===== src/rtl/rr_arb_resp_router.sv =====
// Round-robin N-to-1 request arbiter with an in-order ID FIFO that routes
// returning responses back to the initiator that issued each request.
module rr_arb_resp_router #(
  parameter int unsigned N_INIT          = 4,
  parameter int unsigned DATA_WIDTH      = 32,
  parameter int unsigned RDATA_WIDTH     = 32,
  parameter int unsigned MAX_OUTSTANDING = 4,
  parameter int unsigned ID_WIDTH        = $clog2(N_INIT)
) (
  input  logic                         clk,
  input  logic                         rst_n,
  input  logic [N_INIT-1:0]            data_req_i,
  input  logic [N_INIT*DATA_WIDTH-1:0] data_wdata_i,
  output logic [N_INIT-1:0]            data_gnt_o,
  output logic                         data_req_o,
  output logic [DATA_WIDTH-1:0]        data_wdata_o,
  output logic [ID_WIDTH-1:0]          data_ID_o,
  input  logic                         data_gnt_i,
  input  logic                         data_r_valid_i,
  input  logic [RDATA_WIDTH-1:0]       data_r_rdata_i,
  output logic [N_INIT-1:0]            data_r_valid_o,
  output logic [RDATA_WIDTH-1:0]       data_r_rdata_o,
  output logic                         resp_err_o
);

  localparam int unsigned CNT_W = $clog2(MAX_OUTSTANDING + 1);
  localparam int unsigned PTR_W = (MAX_OUTSTANDING > 1) ? $clog2(MAX_OUTSTANDING) : 1;

  logic [ID_WIDTH-1:0] rr_flag;
  logic [ID_WIDTH-1:0] fifo_mem [MAX_OUTSTANDING];
  logic [PTR_W-1:0]    wr_ptr;
  logic [PTR_W-1:0]    rd_ptr;
  logic [CNT_W-1:0]    count;
  logic [ID_WIDTH-1:0] winner;
  logic [ID_WIDTH-1:0] head;
  logic                full;
  logic                empty;
  logic                push;
  logic                pop;

  // Winner search starts at rr_flag and wraps through all initiators.
  always_comb begin
    int unsigned         idx;
    logic [ID_WIDTH-1:0] cand;
    logic                found;
    winner = rr_flag;
    found  = 1'b0;
    idx    = 0;
    cand   = '0;
    for (int unsigned i = 0; i < N_INIT; i++) begin
      idx = 32'(rr_flag) + i;
      if (idx >= N_INIT) idx = idx - N_INIT;
      cand = ID_WIDTH'(idx);
      if (!found && data_req_i[cand]) begin
        winner = cand;
        found  = 1'b1;
      end
    end
  end

  always_comb begin
    data_wdata_o = '0;
    for (int unsigned k = 0; k < N_INIT; k++) begin
      if (ID_WIDTH'(k) == winner) data_wdata_o = data_wdata_i[k*DATA_WIDTH +: DATA_WIDTH];
    end
  end

  assign full           = (count == CNT_W'(MAX_OUTSTANDING));
  assign empty          = (count == '0);
  assign data_ID_o      = winner;
  assign data_req_o     = (|data_req_i) & ~full;
  assign push           = data_req_o & data_gnt_i;
  assign data_gnt_o     = push ? (N_INIT'(1) << winner) : '0;
  assign head           = fifo_mem[rd_ptr];
  assign pop            = data_r_valid_i & ~empty;
  assign data_r_valid_o = pop ? (N_INIT'(1) << head) : '0;
  assign data_r_rdata_o = data_r_rdata_i;

  // ID storage needs no reset: entries are only read while count covers them.
  always_ff @(posedge clk) begin
    if (push) fifo_mem[wr_ptr] <= winner;
  end

  always_ff @(posedge clk or negedge rst_n) begin
    if (!rst_n) begin
      rr_flag    <= '0;
      wr_ptr     <= '0;
      rd_ptr     <= '0;
      count      <= '0;
      resp_err_o <= 1'b0;
    end else begin
      if (push) begin
        rr_flag <= (rr_flag == ID_WIDTH'(N_INIT - 1)) ? '0 : rr_flag + ID_WIDTH'(1);
        wr_ptr  <= (wr_ptr == PTR_W'(MAX_OUTSTANDING - 1)) ? '0 : wr_ptr + PTR_W'(1);
      end
      if (pop) begin
        rd_ptr <= (rd_ptr == PTR_W'(MAX_OUTSTANDING - 1)) ? '0 : rd_ptr + PTR_W'(1);
      end
      case ({push, pop})
        2'b10:   count <= count + CNT_W'(1);
        2'b01:   count <= count - CNT_W'(1);
        default: count <= count;
      endcase
      if (data_r_valid_i && empty) resp_err_o <= 1'b1;
    end
  end

endmodule


===== config.mk =====
export PLATFORM = sky130hd
export DESIGN_NAME = rr_arb_resp_router
export DESIGN_NICKNAME = d
export VERILOG_FILES = /design/src/rtl/rr_arb_resp_router.sv
export SDC_FILE = /design/constraint.sdc
export NUM_CORES = 1
export LEC_CHECK = 0
export ABC_AREA = 1
export ABC_CLOCK_PERIOD_IN_PS = 4300
export CORE_ASPECT_RATIO = 0.7
export CORE_UTILIZATION = 34
export DETAILED_ROUTE_END_ITERATION = 7
export GPL_ROUTABILITY_DRIVEN = 0
export PLACE_DENSITY_LB_ADDON = 0.3
export REMOVE_ABC_BUFFERS = 1
export SLEW_MARGIN = 15
export SYNTH_ARGS = -nofsm -noshare
export SYNTH_HDL_FRONTEND = slang
export SYNTH_SLANG_ARGS = --single-unit

===== constraint.sdc =====
create_clock -name clk -period 4.3 [get_ports clk]
set_input_delay 1.075 -clock clk [delete_from_list [all_inputs] [get_ports clk]]
set_output_delay 1.075 -clock clk [all_outputs]
set_load 0.005 [all_outputs]

# Word-level counts from Yosys, hierarchy flattened
# Memory sizes are Yosys's and may differ from the RTL's.
# Cells that the tools add are included.
[op_classes]
shift = 2
eq_ne = 9
mux = 31
addsub = 12
bitwise_logic = 5
n_reduce_logical = 11
magnitude_cmp = 8
[op_table]
columns = ["operator", "n"]
rows = [
  ["$mux 32", 4],
  ["$mux 2", 11],
  ["$lt 2x3->1 const B", 4],
  ["$ge 3x3->1 const B", 3],
  ["$mux 1", 9],
  ["$bmux 1 s2", 4],
  ["$eq 2x2->1 const B", 4],
  ["$mux 4", 2],
  ["$shl 1x2->4 const A", 2],
  ["$sub 2x1->2 const B", 4],
  ["$add 2x1->2 const B", 3],
  ["$add 2x2->3 const B", 2],
  ["$pmux 3 s2", 1],
  ["$eq 2x2->1 const A", 2],
  ["$logic_and 1x1->1", 4],
  ["$reduce_or 4->1", 1],
  ["$add 2x1->3 const B", 1],
  ["$add 3x1->3 const B", 1],
  ["$and 1x1->1", 3],
  ["$eq 3x3->1 const B", 1],
  ["$ge 2x3->1 const B", 1],
  ["$logic_not 1->1", 3],
  ["$logic_not 3->1", 1],
  ["$sub 3x1->3 const B", 1],
  ["5 further kinds", 6],
]
[totals]
input_bits = 168
reg_bits = 10
mem_count = 1
elab_cells = 84
ramBits = 8
out_inout_bits = 76
[memory_table]
columns = ["memory", "depth", "width", "read_ports", "rd_clocked_by_memory_dff", "write_ports", "line", "text"]
rows = [
  ["fifo_mem", 4, 2, 1, 0, 1, "30", "logic [ID_WIDTH-1:0] fifo_mem [MAX_OUTSTANDING];"],
]

# Depth between registers and ports, before layout
# Gate-level depths: netlist of run 1.
[depth]
word_depth = 19
ltp_mapped = 14
ltp_nobuf = 12

# Least setup slack after synthesis of run 1
# No wires, ideal clock.
[synth_timing]
path_kind = "input port to output port"
from = "input data_req_i[3]"
to = "output data_wdata_o[11]"
n_path_buf = 2
setup_slack_ns = 1.003
t_arrival_ns = 2.222
path_stages = 11
t_required_ns = 3.225
path_cell_list = "nand2_1 -> nand3_2 -> nand2_4 -> nand2_4 -> nor2_8 -> nand2_2 -> nand2_4 -> buf_6 -> buf_2 -> nand4_1 -> nand4_1"
[synth_via]
elab_chain_len = 17
word_cells_on_any_way = 29
cone_classes = "eq/ne: 3; mux: 19; reduce/logical: 7"
[synth_rtl]
columns = ["item", "line", "text"]
rows = [
  ["from (decl)", "12", "input logic [N_INIT-1:0] data_req_i,"],
  ["$bmux 1 s2", "54", "if (!found && data_req_i[cand]) begin"],
  ["$mux 1 (implied by the code)", "54", ""],
  ["$mux 1", "54", ""],
  ["$logic_not 1->1", "54", ""],
  ["$logic_and 1x1->1", "54", ""],
  ["$mux 1", "54", ""],
  ["$logic_not 1->1", "54", ""],
  ["$logic_and 1x1->1", "54", ""],
  ["$mux 1", "54", ""],
  ["$logic_not 1->1", "54", ""],
  ["$logic_and 1x1->1", "54", ""],
  ["$mux 2 *", "54", ""],
  ["$logic_not 2->1", "64", "if (ID_WIDTH'(k) == winner) data_wdata_o = data_wdata_i[k*DATA_WIDTH +: DATA_WIDTH];"],
  ["$mux 32 (3 in series)", "64", ""],
  ["$mux 32 *", "64", ""],
  ["to (decl)", "16", "output logic [DATA_WIDTH-1:0] data_wdata_o,"],
]
# Mark *: on every way between the ends. The rest lies on a longest branch, timed or not. The select of a mux whose other input is x is not followed.

# Worst setup path after layout of run 1
[layout_timing]
from = "input data_req_i[1]"
to = "output data_wdata_o[23]"
# Same word-level chain as after synthesis.

==> results of run 1 <==
metal layers:
layer / routed length [µm] / part of all wire / up-vias / GRT usage
met5: 0 / 0 / - / 0.0298
met2: 5380 / 0.48 / 178 / 0.421
met4: 94 / 0.0083 / 0 / 0.0320
met1: 4690 / 0.42 / 1552 / 0.325
met3: 1110 / 0.098 / 14 / 0.0967
li1: - / - / 1607 / -
power groups by stage:
stage          Clock, mW  Combinational (mW)  Sequential [mW]
2_1_floorplan          0                2.11            0.343
5_1_grt            0.145                5.34            0.355
3_3_place_gp           0                4.64            0.344
6_report           0.136                4.95            0.344
4_1_cts            0.140                4.98            0.344
3_5_place_dp           0                4.71            0.346
worst reg2reg max path, stage by stage, from the launching register on:
cell and delay, ns:
dfrtp_1 0.42, o32ai_1 0.28, inv_1 0.09, nand2_1 0.19
buf_4 0.20, ha_1 0.16, inv_1 0.07, fa_1 0.38
a21oi_1 0.15, o21ai_0 0.11, xor2_1 0.15
path summary, 6_finish.rpt:
check / start / to
worst min-delay path: resp_err_o / resp_err_o
worst max register to register: count[0] / count[2]
worst max-delay path: data_req_i[1] / data_wdata_o[23]
max in group asynchronous: rst_n / rr_flag[0]
min in group asynchronous: rst_n / resp_err_o
worst min register to register: resp_err_o / resp_err_o
area by class of cell:
cell class / count / area, µm² / area share
multi-input cells: 276 / 1640 / 0.358
well taps: 98 / 123 / 0.0267
flip-flops and latches: 18 / 490 / 0.107
repair buffers: 205 / 2170 / 0.474
clock buffers: 4 / 55.1 / 0.0120
inverters: 26 / 103 / 0.0224
state kept, by name, summed over array words and instances (netlist names):
| signal | flops |
|---|---|
| fifo_mem | 8 |
| rr_flag | 2 |
| rd_ptr | 2 |
| count | 3 |
| resp_err_o | 1 |
| wr_ptr | 2 |
logic make-up (layout without fill, tap and decap cells):
| group | Yosys count | in the layout | share of synthesized area |
|---|---|---|---|
| fa+ha+maj | 8 | 8 | 0.0410 |
| compound gates | 15 | 15 | 0.0352 |
| flops | 18 | 18 | 0.187 |
| buf+inv | 86 | 235 | 0.197 |
| xor+xnor | 2 | 2 | 0.00667 |
| simple gates | 251 | 251 | 0.533 |
layout by cell type, fill, tap and decap left out, drive strengths merged, types with 2 or more instances in the layout:
cell type | netlist | final
a21oi | 2 | 2
clkdlybuf4s50 | 0 | 149
o21ai | 8 | 8
nand2 | 85 | 85
ha | 7 | 7
clkbuf | 5 | 7
edfxtp | 8 | 8
nor2 | 14 | 14
dfrtp | 10 | 10
nor3 | 4 | 4
nand3 | 84 | 84
dlygate4sd2 | 0 | 3
inv | 26 | 26
nand4 | 64 | 64
buf | 55 | 25
clkdlybuf4s15 | 0 | 2
dlymetal6s2s | 0 | 23
what timing repair did:
action                                  in CTS  in global routing
hold buffers                                 0                  0
cloned                                       1                  1
buffers inserted                             3                  0
gates resized for setup                     13                 31
pin swaps                                    0                  4
endpoints found under the setup margin      36                 30
==> tab_implementation.tex, run 1 <==
\begin{tabular}{lr}
\hline
Metric & Value \\
\hline
\multicolumn{2}{l}{\textbf{Clock network}} \\
\quad TritonCTS clock tree & built \\
\quad TritonCTS buffer count & 3 \\
\quad Total number of clock tree sinks & 18 \\
\quad H-tree level count & 1 \\
\quad CTS max path bufs & 2 \\
\quad Clock root buffer & clkbuf\_8 \\
\quad Worst-path clk slew & 0.07 ns \\
\quad Insertion delay to the later sink of the worst-skew pair & 0.25 ns \\
\multicolumn{2}{l}{\textbf{Final layout}} \\
\quad Finished Layout Cells & 627 \\
\quad Count of antenna diodes in the layout & 0 \\
\quad Number of fill cells in the layout & 624 \\
\quad Area added between synthesis and finish & 74.5\% \\
\quad Post-Layout Inst Area & 0.00459 mm² \\
\quad Final net count & 706 \\
\quad Final core utilization & 0.621 \\
\quad Fraction of final layout cells sized beyond drive strength 1 & 0.142 \\
\multicolumn{2}{l}{\textbf{Worst hold path}} \\
\quad Number of stages on the worst hold path & 1 \\
\quad Class of the most critical hold timing path & flip-flop to flip-flop \\
\multicolumn{2}{l}{\textbf{Power}} \\
\quad Highest ir drop seen on vdd & 0.000785 V \\
\quad Static leakage & 2.09 nW \\
\quad PwrDens & 1180 mW/mm² \\
\quad Fraction of power spent switching nets & 0.486 \\
\quad Sequential Power Share & 0.063 \\
\quad Switching Power & 2.64 mW \\
\quad Combinational group share of total power & 0.912 \\
\quad Total design power & 5.43 mW \\
\quad Internal power & 2.79 mW \\
\quad Clock share of power & 0.025 \\
\multicolumn{2}{l}{\textbf{Routing}} \\
\quad DRT Wirelength & 11300 µm \\
\quad Antenna violation net count after detailed routing & 0 \\
\quad Routed wire per std cell & 18.0 µm \\
\quad First-pass iteration count of the detailed router & 5 \\
\quad Number of DRC markers after the initial detailed-route iteration & 205 \\
\quad Detailed-route via count & 3351 \\
\quad Residual DRC count & 0 \\
\quad Via density per instance & 5.34 \\
\multicolumn{2}{l}{\textbf{Logic synthesis}} \\
\quad Yosys top cell by area & nand4\_1 \\
\quad Portion of the post-synthesis area used by sequential elements & 0.187 \\
\quad Total of flip-flops plus latches after synthesis & 18 \\
\quad Warnings from Yosys & 0 \\
\quad Synth cell count leaders & nand2\_1, nand4\_1, nand3\_1 \\
\quad Mapped Cells & 380 \\
\quad Mean post-synth cell area & 6.91 µm² \\
\quad Fraction of registers with async set or reset after synthesis & 0.556 \\
\quad Post-synthesis instance area & 0.00263 mm² \\
\quad Most used flip-flop cell after synthesis & dfrtp\_1 \\
\quad Number of enable-type register cells in the synthesized netlist & 8 \\
\quad Most common cell in the netlist & nand2\_1 \\
\quad Post-synthesis cell type count & 32 \\
\quad Area fraction of the dominant cell type after synthesis & 0.152 \\
\quad Cell types occupying the most area after synthesis & nand4\_1, nand3\_1, nand2\_1, buf\_4, dfrtp\_1 \\
\multicolumn{2}{l}{\textbf{Critical path}} \\
\quad CP dominant cell by count & nand2\_4 \\
\quad Critical path cell sequence & clkdlybuf4s15\_1 > nand2\_2 > nand3\_2 > nand2\_4 > nand2\_4 > nor2\_1 > nor2\_2 > nand2\_4 > nand2\_8 > nor2\_4 > buf\_6 > buf\_16 > nand2\_1 > nand4\_1 > clkdlybuf4s50\_1 \\
\quad Worst path buffer plus inverter count & 4 \\
\quad Depth of the critical timing path with buffers and inverters included & 15 \\
\quad Crit-path leading delay family & simple AND/OR/NAND/NOR gates \\
\quad Sort of element at the start of the critical path & input port \\
\quad Critical path required time & 3.22 ns \\
\quad Nature of the critical path endpoint & output pin \\
\quad Cell with the largest stage delay on the worst path & clkdlybuf4s50\_1 \\
\quad Depth of the worst register-to-register path & 10 \\
\quad FF-to-FF setup slack & 1.99 ns \\
\quad Worst Setup Path Type & input port to output pin \\
\quad Worst EP arrival & 3.09 ns \\
\quad Critical-path maximum fanout & 12 \\
\quad Longest individual stage delay on the worst path & 0.51 ns \\
\multicolumn{2}{l}{\textbf{STA}} \\
\quad Final count of hold timing violations & 0 \\
\quad Transition time at the pin with the least slew margin & 0.463 ns \\
\quad Post-route setup TNS & 0 ns \\
\quad Final-report setup violation count & 0 \\
\quad Total count of max-transition violations in the final report & 0 \\
\quad Worst clock skew & 0.00428 ns \\
\quad Final worst setup slack & 0.130 ns \\
\quad Highest clock rate & 0.240 GHz \\
\quad Max\_slew headroom & 0.691 \\
\quad Hold Slack & 0.481 ns \\
\quad Time the final worst path needs with I/O delays and setup & 4.17 ns \\
\quad Share of the clock period used by the worst path after layout & 0.970 \\
\multicolumn{2}{l}{\textbf{GRT}} \\
\quad Via count of the first global-routing pass & 3100 \\
\quad Global-route wire length before repair & 16100 µm \\
\quad Tot GR Track Use & 0.254 \\
\quad Initial antenna violation count & 0 \\
\quad Global route total overflow & 0 \\
\quad Pin count of the biggest net entering global routing & 36 \\
\multicolumn{2}{l}{\textbf{Placed design}} \\
\quad Placed Instances & 618 \\
\quad Cell Area, Placed & 0.00437 mm² \\
\quad Input/output buffers & 179 \\
\quad Pre-CTS setup slack & -0.225 ns \\
\quad Estimated wirelength of the detail-placed design & 8770 µm \\
\multicolumn{2}{l}{\textbf{Floorplanning}} \\
\quad I/O pin count & 244 \\
\quad Height of the die & 75.6 µm \\
\quad Initial core utilization & 0.356 \\
\quad Floorplan row count & 26 \\
\quad Die Outline Area & 0.00809 mm² \\
\quad Horizontal extent of the die & 107 µm \\
\quad Core area & 0.00738 mm² \\
\multicolumn{2}{l}{\textbf{Run status}} \\
\quad Result of the run & completed \\
\multicolumn{2}{l}{\textbf{Job}} \\
\quad Max-capacitance violation count & 0 \\
\hline
\end{tabular}
(Power assumes the default switching activity.)
==> inputs of run 2 (changes only) <==
--- a/config.mk
+++ b/config.mk
@@ -11,6 +11,7 @@
 export CORE_UTILIZATION = 34
 export DETAILED_ROUTE_END_ITERATION = 7
 export GPL_ROUTABILITY_DRIVEN = 0
+export HOLD_SLACK_MARGIN = 0.02
 export PLACE_DENSITY_LB_ADDON = 0.3
 export REMOVE_ABC_BUFFERS = 1
 export SLEW_MARGIN = 15
==> results of run 2 <==
No change in the layout: final DEF, timing and power equal those of run 1.
